$ cat config.mk
export PLATFORM = sky130hd
export DESIGN_NAME = mem_dump_arbiter
export DESIGN_NICKNAME = d
export VERILOG_FILES = /design/src/rtl/mem_dump_arbiter.sv
export SDC_FILE = /design/constraint.sdc
export NUM_CORES = 1
export LEC_CHECK = 0
export BUFFER_PORTS_ARGS = -buffer_cell sky130_fd_sc_hd__buf_2
export CORE_ASPECT_RATIO = 1.4
export CORE_UTILIZATION = 25
export DETAILED_ROUTE_END_ITERATION = 7
export RECOVER_POWER = 25
export SLEW_MARGIN = 0
export SYNTH_ARGS = -nofsm -noshare
export SYNTH_HDL_FRONTEND = slang
export SYNTH_SLANG_ARGS = --single-unit
$ cat constraint.sdc
create_clock -name clock -period 2.7 [get_ports clock]
set_input_delay 0.54 -clock clock [delete_from_list [all_inputs] [get_ports clock]]
set_output_delay 0.54 -clock clock [all_outputs]
set_load 0.05 [all_outputs]
$ cat src/rtl/mem_dump_arbiter.sv
// Shares one data-RAM port between the pipeline MEM stage and a dumper that
// streams every word out over the UART, MSB first. The dumper takes the port only while it is busy.
module mem_dump_arbiter #(
    parameter int ADDR_WIDTH = 8,
    parameter int LAST_ADDR  = 255
) (
    input  logic                  clock,
    input  logic                  reset,
    input  logic [ADDR_WIDTH-1:0] pipeAddr,
    input  logic [3:0]            pipeWe,
    input  logic [31:0]           pipeWriteData,
    input  logic                  pipeEnable,
    input  logic                  dumpStart,
    input  logic [31:0]           ramDout,
    input  logic                  txFull,
    output logic [ADDR_WIDTH-1:0] ramAddr,
    output logic [3:0]            ramWe,
    output logic [31:0]           ramDin,
    output logic [7:0]            uartData,
    output logic                  uartWrite,
    output logic                  grantDebug,
    output logic                  dumpBusy,
    output logic                  dumpDone,
    output logic                  conflict
);

    typedef enum logic [2:0] {
        IDLE,
        WAIT_FREEZE,
        ADDR,
        READ,
        CAPTURE,
        SEND,
        DONE
    } state_t;

    localparam logic [ADDR_WIDTH-1:0] LAST_WORD = LAST_ADDR[ADDR_WIDTH-1:0];

    state_t                state_reg, state_next;
    logic [ADDR_WIDTH-1:0] word_cnt_reg, word_cnt_next;
    logic [1:0]            byte_idx_reg, byte_idx_next;
    logic [31:0]           buffer_reg, buffer_next;
    logic                  conflict_reg;
    logic                  grant;
    logic                  send_fire;
    logic [7:0]            buffer_bytes [4];

    // Byte 0 is the most significant byte, so the byte index walks MSB first.
    generate
        for (genvar gi = 0; gi < 4; gi++) begin : g_bytes
            assign buffer_bytes[gi] = buffer_reg[31-8*gi -: 8];
        end
    endgenerate

    always_ff @(posedge clock or posedge reset) begin
        if (reset) begin
            state_reg    <= IDLE;
            word_cnt_reg <= '0;
            byte_idx_reg <= '0;
            buffer_reg   <= '0;
            conflict_reg <= 1'b0;
        end else begin
            state_reg    <= state_next;
            word_cnt_reg <= word_cnt_next;
            byte_idx_reg <= byte_idx_next;
            buffer_reg   <= buffer_next;
            if (grant && (pipeWe != 4'b0000)) begin
                conflict_reg <= 1'b1;
            end
        end
    end

    always_comb begin
        state_next    = state_reg;
        word_cnt_next = word_cnt_reg;
        byte_idx_next = byte_idx_reg;
        buffer_next   = buffer_reg;
        send_fire     = 1'b0;
        case (state_reg)
            IDLE: begin
                if (dumpStart) begin
                    word_cnt_next = '0;
                    state_next    = pipeEnable ? WAIT_FREEZE : ADDR;
                end
            end
            WAIT_FREEZE: begin
                if (!pipeEnable) begin
                    state_next = ADDR;
                end
            end
            ADDR:    state_next = READ;
            READ:    state_next = CAPTURE;
            CAPTURE: begin
                buffer_next   = ramDout;
                byte_idx_next = 2'd0;
                state_next    = SEND;
            end
            SEND: begin
                // A full FIFO simply holds the state; the index only moves on a push.
                if (!txFull) begin
                    send_fire = 1'b1;
                    if (byte_idx_reg == 2'd3) begin
                        if (word_cnt_reg == LAST_WORD) begin
                            state_next = DONE;
                        end else begin
                            word_cnt_next = word_cnt_reg + ADDR_WIDTH'(1);
                            state_next    = ADDR;
                        end
                    end else begin
                        byte_idx_next = byte_idx_reg + 2'd1;
                    end
                end
            end
            DONE:    state_next = IDLE;
            default: state_next = IDLE;
        endcase
    end

    assign grant = (state_reg == ADDR) || (state_reg == READ) || (state_reg == CAPTURE) ||
                   (state_reg == SEND) || (state_reg == DONE);

    // Port mux is combinational from state so an asynchronous reset hands the
    // RAM back to the pipeline in the same cycle.
    assign ramAddr    = grant ? word_cnt_reg : pipeAddr;
    assign ramWe      = grant ? 4'b0000 : pipeWe;
    assign ramDin     = grant ? 32'h0 : pipeWriteData;

    assign uartWrite  = send_fire;
    assign uartData   = send_fire ? buffer_bytes[byte_idx_reg] : 8'h00;
    assign grantDebug = grant;
    assign dumpBusy   = (state_reg != IDLE);
    assign dumpDone   = (state_reg == DONE);
    assign conflict   = conflict_reg;

endmodule
* After elaboration in Yosys (flattened, before gate mapping)
Index checks and enable logic that the tools add are counted.
** Storage, ports and cells
- Register bits :: 46
- Input bits :: 81
- Output and inout port bits :: 57
- Logic and storage cells :: 60
** Cells by class
- Add/subtract/negate cells :: 2
- $lt $le $gt $ge :: 1
- Equality and inequality tests :: 14
- Muxes and demuxes :: 24
- Bitwise logic cells :: 1
- Reduce and logical (&&, ||, !) cells :: 13
** Operator list (number)
- 2-to-1 mux 8 bit :: 8
- 2-to-1 mux 32 bit :: 1
- one-hot mux 3 bit (6 select lines) :: 1
- binary-select mux 8 bit (select 2 bit) :: 1
- one-hot mux 8 bit (2 select lines) :: 1
- 2-to-1 mux 3 bit :: 5
- inequality test 2 bit, second input constant :: 6
- == test 3 bit, second input constant :: 3
- adder 8 x 1 -> 8 bit, second input constant :: 1
- == test 8 bit, second input constant :: 1
- == test 3 x 2 -> 1 bit, second input constant :: 2
- 2-to-1 mux 2 bit :: 3
- AND reduction 5 bit :: 1
- logical OR 1 bit :: 4
- 2-to-1 mux 4 bit :: 1
- one-hot mux 2 bit (2 select lines) :: 1
- AND reduction 4 bit :: 1
- nonzero test 2 bit :: 2
- nonzero test 4 bit :: 1
- == test 3 x 1 -> 1 bit, second input constant :: 1
- >= comparator 3 bit, second input constant :: 1
- logical NOT 3 bit :: 1
- inverter 2 -> 3 bit :: 1
- AND reduction 3 bit :: 1
- other kinds (5) :: 6

* Longest topological paths before layout
Gate-level depths: netlist (run 1).
- Word-level depth :: 6
- Mapped depth :: 5

* Worst setup path before layout (run 1)
Ideal clock, no wire load.
- Kind :: register to output
- From :: register state_reg[0]
- To :: output port uartData[0]
- Data arrival time :: 2.046 ns
- Data required time :: 2.160 ns
- Path slack :: 0.114 ns
- Cell stages (with the launch flop) :: 5
- Path through :: dfrtp_1 > buf_6 > nand3b_4 > nor2_1 > and2_1
** Between the ends
- Longest elaborated chain between the ends :: 3
** RTL lines
- from (decl) :: line 39 : state_t state_reg, state_next;
- from (signal assigned) :: line 63 : state_reg <= state_next;
- == test 3 bit :: line 79 : case (state_reg)
- 2-to-1 mux 1 bit :: line 79
- via uartWrite :: line 20 : output logic uartWrite,
- 2-to-1 mux 8 bit :: line 129 : assign uartData = send_fire ? buffer_bytes[byte_idx_reg] : 8'h00;
- to (decl) :: line 19 : output logic [7:0] uartData,
The timed path passes the listed nets, and every way through them passes these cells.

* Worst setup path after layout (run 1)
- From :: register state_reg[1]
- To :: output port ramDin[28]
** Between the ends
- Longest elaborated chain between the ends :: 6
- Elaborated cells between the ends (all ways) :: 10
- Classes of those cells :: eq/ne (5); mux (1); reduce/logical (4)
** RTL lines
- == test 3 x 2 -> 1 bit :: line 119 : assign grant = (state_reg == ADDR) || (state_reg == READ) || (state_reg == CAPTURE) ||
- logical OR 1 bit (3 in series) :: line 119
- logical OR 1 bit * :: line 120 : (state_reg == SEND) || (state_reg == DONE);
- 2-to-1 mux 32 bit * :: line 126 : assign ramDin = grant ? 32'h0 : pipeWriteData;
- to (decl) :: line 18 : output logic [31:0] ramDin,
Mark *: on every way between the ends. The rest lies on a longest branch, timed or not.

==> results.py, run 1 <==
metrics = {
    "worst_setup_path": {
        "regToRegSetupSlack_ns": 0.90,
        "rr_startpoint": "state_reg[1]",
        "max_stage_delay_ns": 0.49,
        "crit_chain": "ha_1 > nor2_8 > buf_6 > and2_1 > buf_2",
        "reg2reg_depth": 4,
        "critPathArrivalTime_ns": 2.04,
        "critPathRequiredTime_ns": 2.16,
        "start_kind": "flop",
        "crit_buf_inv": 2,
        "cp-end-kind": "output port",
        "cp_slowest_cell": "dfrtp_2",
        "cpLargestDelayFamily": "flip-flops",
        "r2r_end": "buffer_bytes[14]",
        "criticalPathCategory": "reg2out",
        "worstPathMaxFanout": 32,
    },
    "clock_network": {
        "cts.sinks": 46,
        "clkLatencyLatePin_ns": 0.28,
        "htreeDepth": 2,
        "tritoncts": "built",
        "path_clk_slew_ns": 0.06,
        "ctsRootBufferMaster": "clkbuf_16",
        "clk_path_buf_depth": 2,
        "cts-buffers-inserted": 5,
    },
    "detailed_routing": {
        "vias": 2317,
        "vias_per_cell": 4.55,
        "drt-initial-drc-count": 75,
        "drt-pass1-iter-count": 4,
        "wl_um": 7210,
        "wl_per_cell_um": 14.2,
        "drtAntennaViolNets": 0,
        "drcViolationCount": 0,
    },
    "die": {
        "fp.dieW_um": 89.9,
        "die-area_um2": 11300,
        "ios": 138,
        "fp.dieH_um": 125,
        "initial_core_util": 0.259,
        "rows": 44,
        "fp.coreArea_um2": 10500,
    },
    "power_and_ir_drop": {
        "swShare": 0.503,
        "p_int_w": 0.00241,
        "comb_power_share": 0.644,
        "finalPower_w": 0.00485,
        "seqPwrFrac": 0.234,
        "p_switching_w": 0.00244,
        "ir_drop_mv": 0.371,
        "power_density_nw_per_um2": 1330,
        "leakage_nw": 1.77,
        "pwr-share-clk": 0.121,
    },
    "worst_hold_path": {
        "hold_path.class": "in2async",
    },
    "final_layout": {
        "final_nets": 455,
        "final_area_um2": 3660,
        "largest_reg_flops": 32,
        "fin_cells": 509,
        "areaGrowthSynthToFinish_pct": 35.4,
        "drive_gt1_frac": 0.563,
        "diodes": 0,
    },
    "yosys": {
        "postSynthAreaPerCell_um2": 11.7,
        "synth-async-reset-ratio": 1.00,
        "netlist_top_cells_count": "dfrtp_1 (46), and2_1 (44), mux2_2 (40)",
        "synth-main-ff-cell": "dfrtp_1",
        "ys_seq_elements": 46,
        "yosys.area.top_type": "dfrtp_1",
        "syn-cell-area_um2": 2710,
        "synth_edf_count": 0,
        "syn_inst": 232,
        "ys_top_cells_by_area": "dfrtp_1 (43%), mux2_2 (17%), and2_1 (10%)",
        "ys_types": 45,
        "synth_top_area_frac": 0.425,
        "yosys_warnings": 0,
        "yosysSeqAreaShare": 0.425,
        "yosysMostFrequentCell": "dfrtp_1",
        "syn_nets": 316,
    },
    "timing": {
        "finalCriticalPeriod_ns": 2.58,
        "tightestPinTransition_ns": 1.16,
        "rsz0062_at_grt": "false",
        "relSlewSlack": 0.227,
        "max_freq_mhz": 387,
        "setup_violations": 0,
        "final.setup.tns_ns": 0,
        "hold_ws_ns": 0.211,
        "clock_skew_ns": 0.00394,
        "fin_crit_sh": 0.956,
        "finalHoldViolations": 0,
        "drv_slew": 0,
    },
    "placed_design": {
        "place_inst": 502,
        "port_buffers": 137,
        "detailed_place_hpwl_um": 5570,
        "gp_congestion": 0.806,
        "place_area_um2": 3530,
    },
    "global_routing": {
        "grt.total_usage": 0.125,
        "grt_pass1_wl_um": 11100,
        "grt_max_degree": 33,
        "grt-ovfl-total": 0,
        "grt_pass1_vias": 2255,
        "antenna_found_initial": 0,
    },
    "flow_run": {
        "maxCapViolCount": 0,
    },
    "run_status": {
        "outcome": "finished clean",
    },
}
-- cell type report --
cell class              count  area (um2)
flip-flops and latches     46        1150
clock inverters             1        7.51
clock buffers               6         129
inverters                   5        18.8
well taps                 138         173
fillers                  1065        6800
multi-input cells         168        1440
repair buffers            145         744
-- layer usage --
| metal | up-vias | part of all wire | global-route usage |
|---|---|---|---|
| li1 | 1102 | - | - |
| met1 | 1064 | 0.36 | 0.124 |
| met2 | 137 | 0.50 | 0.229 |
| met5 | - | 0 | 0 |
| met4 | 0 | 0.048 | 0.0721 |
| met3 | 14 | 0.086 | 0.0395 |
-- per-stage QoR --
step                      setup slack [ns]  utilization
after global routing               0.00117        0.350
after detailed placement             0.292        0.337
after floorplan                      0.114            -
after global placement               0.341        0.337
final                                0.119        0.350
after CTS                           0.0367        0.350
-- power by group through the flow --
stage               Clock (W)  Combinational (W)  Sequential, W
finish               0.000589            0.00313        0.00114
global route         0.000637            0.00330        0.00118
CTS                  0.000618            0.00316        0.00114
detailed placement          0            0.00314        0.00115
global placement            0            0.00311        0.00114
floorplan                   0            0.00264        0.00109
-- worst max-delay path by stage --
stage,cells after the start,slack [ns],to,start
floorplan,4,0.11,uartData[0],state_reg[0]
global placement,5,0.34,ramDin[30],state_reg[1]
detailed placement,5,0.29,ramDin[30],state_reg[1]
CTS,5,0.04,ramDin[30],state_reg[1]
global route,5,0.001,ramDin[28],state_reg[1]
finish,5,0.12,ramDin[28],state_reg[1]
-- worst register-to-register path, delay by kind of cell (launching register included) --
kind	cells	cell delay [ns]
mux	1	0.41
buf+inv	1	0.37
simple gates	2	0.42
flops	1	0.49
-- cells by family after synthesis --
logic type	count (synthesis)	share of synthesized area
flip-flops	46	0.425
AO/OA/AOI/OAI	35	0.0897
adder cells (fa/ha/maj)	3	0.0139
AND/OR/NAND/NOR	80	0.187
multiplexers	50	0.241
buffers and inverters	18	0.0435
-- cell usage in the layout (no fill, tap or decap), drive strengths merged, types with 7 or more instances in the layout --
master    n
nor2     11
o21ai     8
a21oi     9
clkbuf    9
mux4      8
dfrtp    46
nand2     7
and2     44
buf     142
mux2     41
-- what timing repair did --
| action | in CTS | in global routing |
|---|---|---|
| pin swaps | 0 | 0 |
| buffers inserted | 0 | 0 |
| gates resized for setup | 1 | 3 |
| hold buffers | 0 | 0 |
| endpoints found under the setup margin | 1 | 31 |
| hold endpoints to repair | 0 | 0 |
Note: power is estimated with default switching activity, not from simulation.
==> inputs of run 2 (changes only) <==
Settings changed: GPL_ROUTABILITY_DRIVEN set to 0, MAX_ROUTING_LAYER set to met4.
==> results.py, run 2 (synthesis gave the netlist of run 1 again) <==
metrics = {
    "global_routing": {
        "grt_pass1_wl_um": 11100,
        "grt_pass1_vias": 2249,
        "grt.total_usage": 0.129,
        "grt-ovfl-total": 0,
        "grt_max_degree": 33,
        "antenna_found_initial": 0,
    },
    "timing": {
        "finalHoldViolations": 0,
        "clock_skew_ns": 0.00450,
        "setup_violations": 0,
        "finalCriticalPeriod_ns": 2.58,
        "rsz0062_at_grt": "false",
        "max_freq_mhz": 388,
        "tightestPinTransition_ns": 1.16,
        "fin_crit_sh": 0.955,
        "relSlewSlack": 0.227,
        "drv_slew": 0,
        "setup_slack_ns": 0.120,
        "final.setup.tns_ns": 0,
    },
    "die": {
        "fp.coreArea_um2": 10500,
        "ios": 138,
        "fp.dieW_um": 89.9,
        "initial_core_util": 0.259,
        "fp.dieH_um": 125,
        "die-area_um2": 11300,
        "rows": 44,
    },
    "worst_setup_path": {
        "critPathRequiredTime_ns": 2.16,
        "start_kind": "flop",
        "criticalPathCategory": "reg2out",
        "worstPathMaxFanout": 32,
        "cp-end-kind": "output port",
        "critPathArrivalTime_ns": 2.04,
    },
    "worst_hold_path": {
        "hold_path.class": "in2async",
    },
    "final_layout": {
        "nFillCells": 1065,
        "multiInputGateArea_um2": 1440,
        "final_common_cell": "buf_2",
        "drive_gt1_frac": 0.563,
        "final_nets": 455,
        "final_util": 0.350,
        "areaGrowthSynthToFinish_pct": 35.4,
        "largest_reg_flops": 32,
        "diodes": 0,
        "mostFrequentLayoutCells": "buf_2 (136), and2_1 (44), dfrtp_1 (44), mux2_2 (40), nor2_1 (9)",
        "regArea_um2": 1150,
    },
    "detailed_routing": {
        "vias": 2315,
        "drcViolationCount": 0,
        "drt-initial-drc-count": 85,
        "wl_per_cell_um": 14.1,
        "wl_um": 7200,
        "vias_per_cell": 4.55,
        "drt-pass1-iter-count": 4,
        "drtAntennaViolNets": 0,
    },
    "placed_design": {
        "port_buffers": 137,
        "pre_cts_slack_ns": 0.292,
        "detailed_place_hpwl_um": 5570,
    },
    "clock_network": {
        "cts_resized": 1,
        "cts_hold_buffers": 0,
        "clk_path_buf_depth": 2,
        "htreeDepth": 2,
        "tritoncts": "built",
        "ctsRootBufferMaster": "clkbuf_16",
        "clkLatencyLatePin_ns": 0.28,
        "cts.sinks": 46,
        "cts-buffers-inserted": 5,
        "path_clk_slew_ns": 0.06,
        "post_cts_buffers": 0,
    },
    "power_and_ir_drop": {
        "ir_drop_mv": 0.371,
        "finalPower_w": 0.00485,
        "leakage_nw": 1.77,
        "power_density_nw_per_um2": 1330,
    },
    "flow_run": {
        "maxCapViolCount": 0,
    },
    "run_status": {
        "outcome": "finished clean",
    },
}
[run 2: final timing paths]
check                        startpoint               end  slack, ns  depth (start not counted)
min in group clock             conflict          conflict       0.47                          1
max reg2reg                state_reg[1]  buffer_bytes[14]       0.90                          4
min reg2reg                    conflict          conflict       0.47                          1
max in group asynchronous         reset  buffer_bytes[28]       1.10                          3
min                               reset  buffer_bytes[24]       0.21                          2
max                        state_reg[1]        ramDin[28]       0.12                          5
[run 2: report_power, final]
| part | internal [W] | total [W] | switching (W) |
|---|---|---|---|
| combinational | 0.00110 | 0.00313 | 0.00203 |
| clock | 0.000338 | 0.000588 | 0.000250 |
| sequential | 0.000975 | 0.00114 | 0.000163 |
| total | 0.00241 | 0.00485 | 0.00244 |
[run 2: layout make-up]
type                    count  share of cell area
clock inverters             1             0.00205
repair buffers            145               0.203
multi-input cells         168               0.392
clock buffers               6              0.0352
well taps                 138              0.0471
flip-flops and latches     46               0.315
inverters                   5             0.00512
[run 2: worst max-delay path: stages (launching register included)]
cell	delay [ns]
dfrtp_2	0.49
ha_1	0.39
nor2_8	0.24
buf_6	0.22
and2_1	0.16
buf_2	0.26
[run 2: metrics by stage]
stage	hold slack, ns	cells	area [um2]
2_1_floorplan	0.453	232	2710
3_3_place_gp	0.454	502	3530
3_5_place_dp	0.461	502	3530
4_1_cts	0.157	509	3670
5_1_grt	0.245	509	3660
6_report	0.212	509	3660
[run 2: routing by layer]
metal	track usage	routed length, um	up-vias
li1	-	-	1101
met1	0.126	2660	1069
met2	0.230	3630	131
met3	0.0371	560	14
met4	0.0721	344	0
met5	-	0	-
==> inputs of run 3 (changes only) <==
--- a/constraint.sdc
+++ b/constraint.sdc
@@ -3,2 +3,2 @@
 set_output_delay 0.54 -clock clock [all_outputs]
-set_load 0.05 [all_outputs]
+set_load 0.01 [all_outputs]
==> results.py, run 3 (synthesis gave the netlist of run 1 again) <==
metrics = {
    "clock_network": {
        "ctsRootBufferMaster": "clkbuf_16",
        "cts_resized": 0,
        "tritoncts": "built",
        "post_cts_buffers": 0,
        "clkLatencyLatePin_ns": 0.28,
        "cts-buffers-inserted": 5,
        "clk_path_buf_depth": 2,
        "htreeDepth": 2,
        "cts.sinks": 46,
        "path_clk_slew_ns": 0.06,
        "cts_hold_buffers": 0,
    },
    "detailed_routing": {
        "wl_um": 7250,
        "vias": 2336,
        "drtAntennaViolNets": 0,
        "drt-initial-drc-count": 36,
        "wl_per_cell_um": 14.1,
        "drt-pass1-iter-count": 4,
        "drcViolationCount": 0,
        "vias_per_cell": 4.55,
    },
    "die": {
        "fp.dieH_um": 125,
        "initial_core_util": 0.259,
        "rows": 44,
        "die-area_um2": 11300,
        "fp.coreArea_um2": 10500,
        "fp.dieW_um": 89.9,
        "ios": 138,
    },
    "timing": {
        "fin_crit_sh": 0.936,
        "clock_skew_ns": 0.00370,
        "rsz0062_at_grt": "false",
        "drv_slew": 0,
        "finalHoldViolations": 0,
        "tightestPinTransition_ns": 0.991,
        "final.setup.tns_ns": 0,
        "setup_violations": 0,
        "relSlewSlack": 0.340,
        "finalCriticalPeriod_ns": 2.53,
        "max_freq_mhz": 396,
    },
    "placed_design": {
        "port_buffers": 137,
        "detailed_place_hpwl_um": 5700,
    },
    "final_layout": {
        "drive_gt1_frac": 0.563,
        "final_nets": 456,
        "largest_reg_flops": 32,
        "final_util": 0.351,
        "areaGrowthSynthToFinish_pct": 35.8,
        "final_common_cell": "buf_2",
        "mostFrequentLayoutCells": "buf_2 (137), dfrtp_1 (45), and2_1 (44), mux2_2 (40), nor2_1 (9)",
    },
    "global_routing": {
        "grt.total_usage": 0.135,
        "grt_pass1_wl_um": 11600,
        "grt_max_degree": 34,
        "grt-ovfl-total": 0,
        "antenna_found_initial": 2,
        "grt_pass1_vias": 2379,
    },
    "worst_setup_path": {
        "criticalPathCategory": "reg2out",
        "critPathRequiredTime_ns": 2.16,
        "worstPathMaxFanout": 33,
        "start_kind": "flop",
        "critPathArrivalTime_ns": 1.99,
        "cp-end-kind": "output port",
    },
    "power_and_ir_drop": {
        "power_density_nw_per_um2": 1020,
        "finalPower_w": 0.00375,
        "ir_drop_mv": 0.328,
        "leakage_nw": 1.79,
    },
    "run_status": {
        "outcome": "finished clean",
    },
    "flow_run": {
        "maxCapViolCount": 0,
    },
    "worst_hold_path": {
        "hold_path.class": "in2async",
    },
}
-- run 3: cell types whose count changed in the layout (fill, tap and decap cells not counted) --
cell,change
buf_2,+1
buf_4,+2
buf_6,-1
clkbuf_4,-1
clkinv_2,+1
clkinv_4,+1
clkinvlp_4,-1
dfrtp_1,+1
dfrtp_2,-1
diode_2,+2
-- run 3: through the flow --
stage / instances / cell area [um2] / setup slack, ns / hold slack [ns]
global route: 513 / 3670 / 0.0120 / 0.412
floorplan: 232 / 2710 / 0.759 / 0.453
finish: 513 / 3670 / 0.173 / 0.343
detailed placement: 503 / 3530 / 0.429 / 0.458
CTS: 511 / 3680 / 0.108 / 0.238
global placement: 503 / 3530 / 0.502 / 0.454
-- run 3: worst paths after layout --
| path | start | endpoint | slack (ns) | cells after the start |
|---|---|---|---|---|
| worst min-delay path | reset | buffer_bytes[27] | 0.34 | 2 |
| max in group asynchronous | reset | buffer_bytes[10] | 1.04 | 3 |
| min in group clock | conflict | conflict | 0.47 | 1 |
| worst min register to register | conflict | conflict | 0.47 | 1 |
| worst max register to register | byte_idx_reg[0] | word_cnt_reg[3] | 1.01 | 6 |
| worst max-delay path | state_reg[2] | ramDin[21] | 0.17 | 5 |
-- run 3: layout make-up --
class	count	area [um2]
repair buffers	146	746
well taps	138	173
clock buffers	6	129
inverters	5	18.8
diodes	2	5.00
flip-flops and latches	46	1150
fillers	1074	6790
clock inverters	2	13.8
multi-input cells	168	1440
-- run 3: power breakdown --
part | leakage, nW | internal (W) | switching, W
clock | 0.0708 | 0.000344 | 0.000258
sequential | 0.563 | 0.000974 | 0.000163
combinational | 1.15 | 0.00109 | 0.000923
-- run 3: critical path, cell delays in order (launching register included) --
cell     delay (ns)
dfrtp_1        0.54
ha_1           0.36
nor2_8         0.24
buf_4          0.28
and2_1         0.16
buf_2          0.12
-- run 3: routing by layer --
layer / GRT usage / share of wire / vias to the layer above
met4: 0.0503 / 0.027 / 0
met2: 0.257 / 0.52 / 122
li1: - / - / 1106
met3: 0.0377 / 0.083 / 12
met5: - / 0 / -
met1: 0.128 / 0.37 / 1096
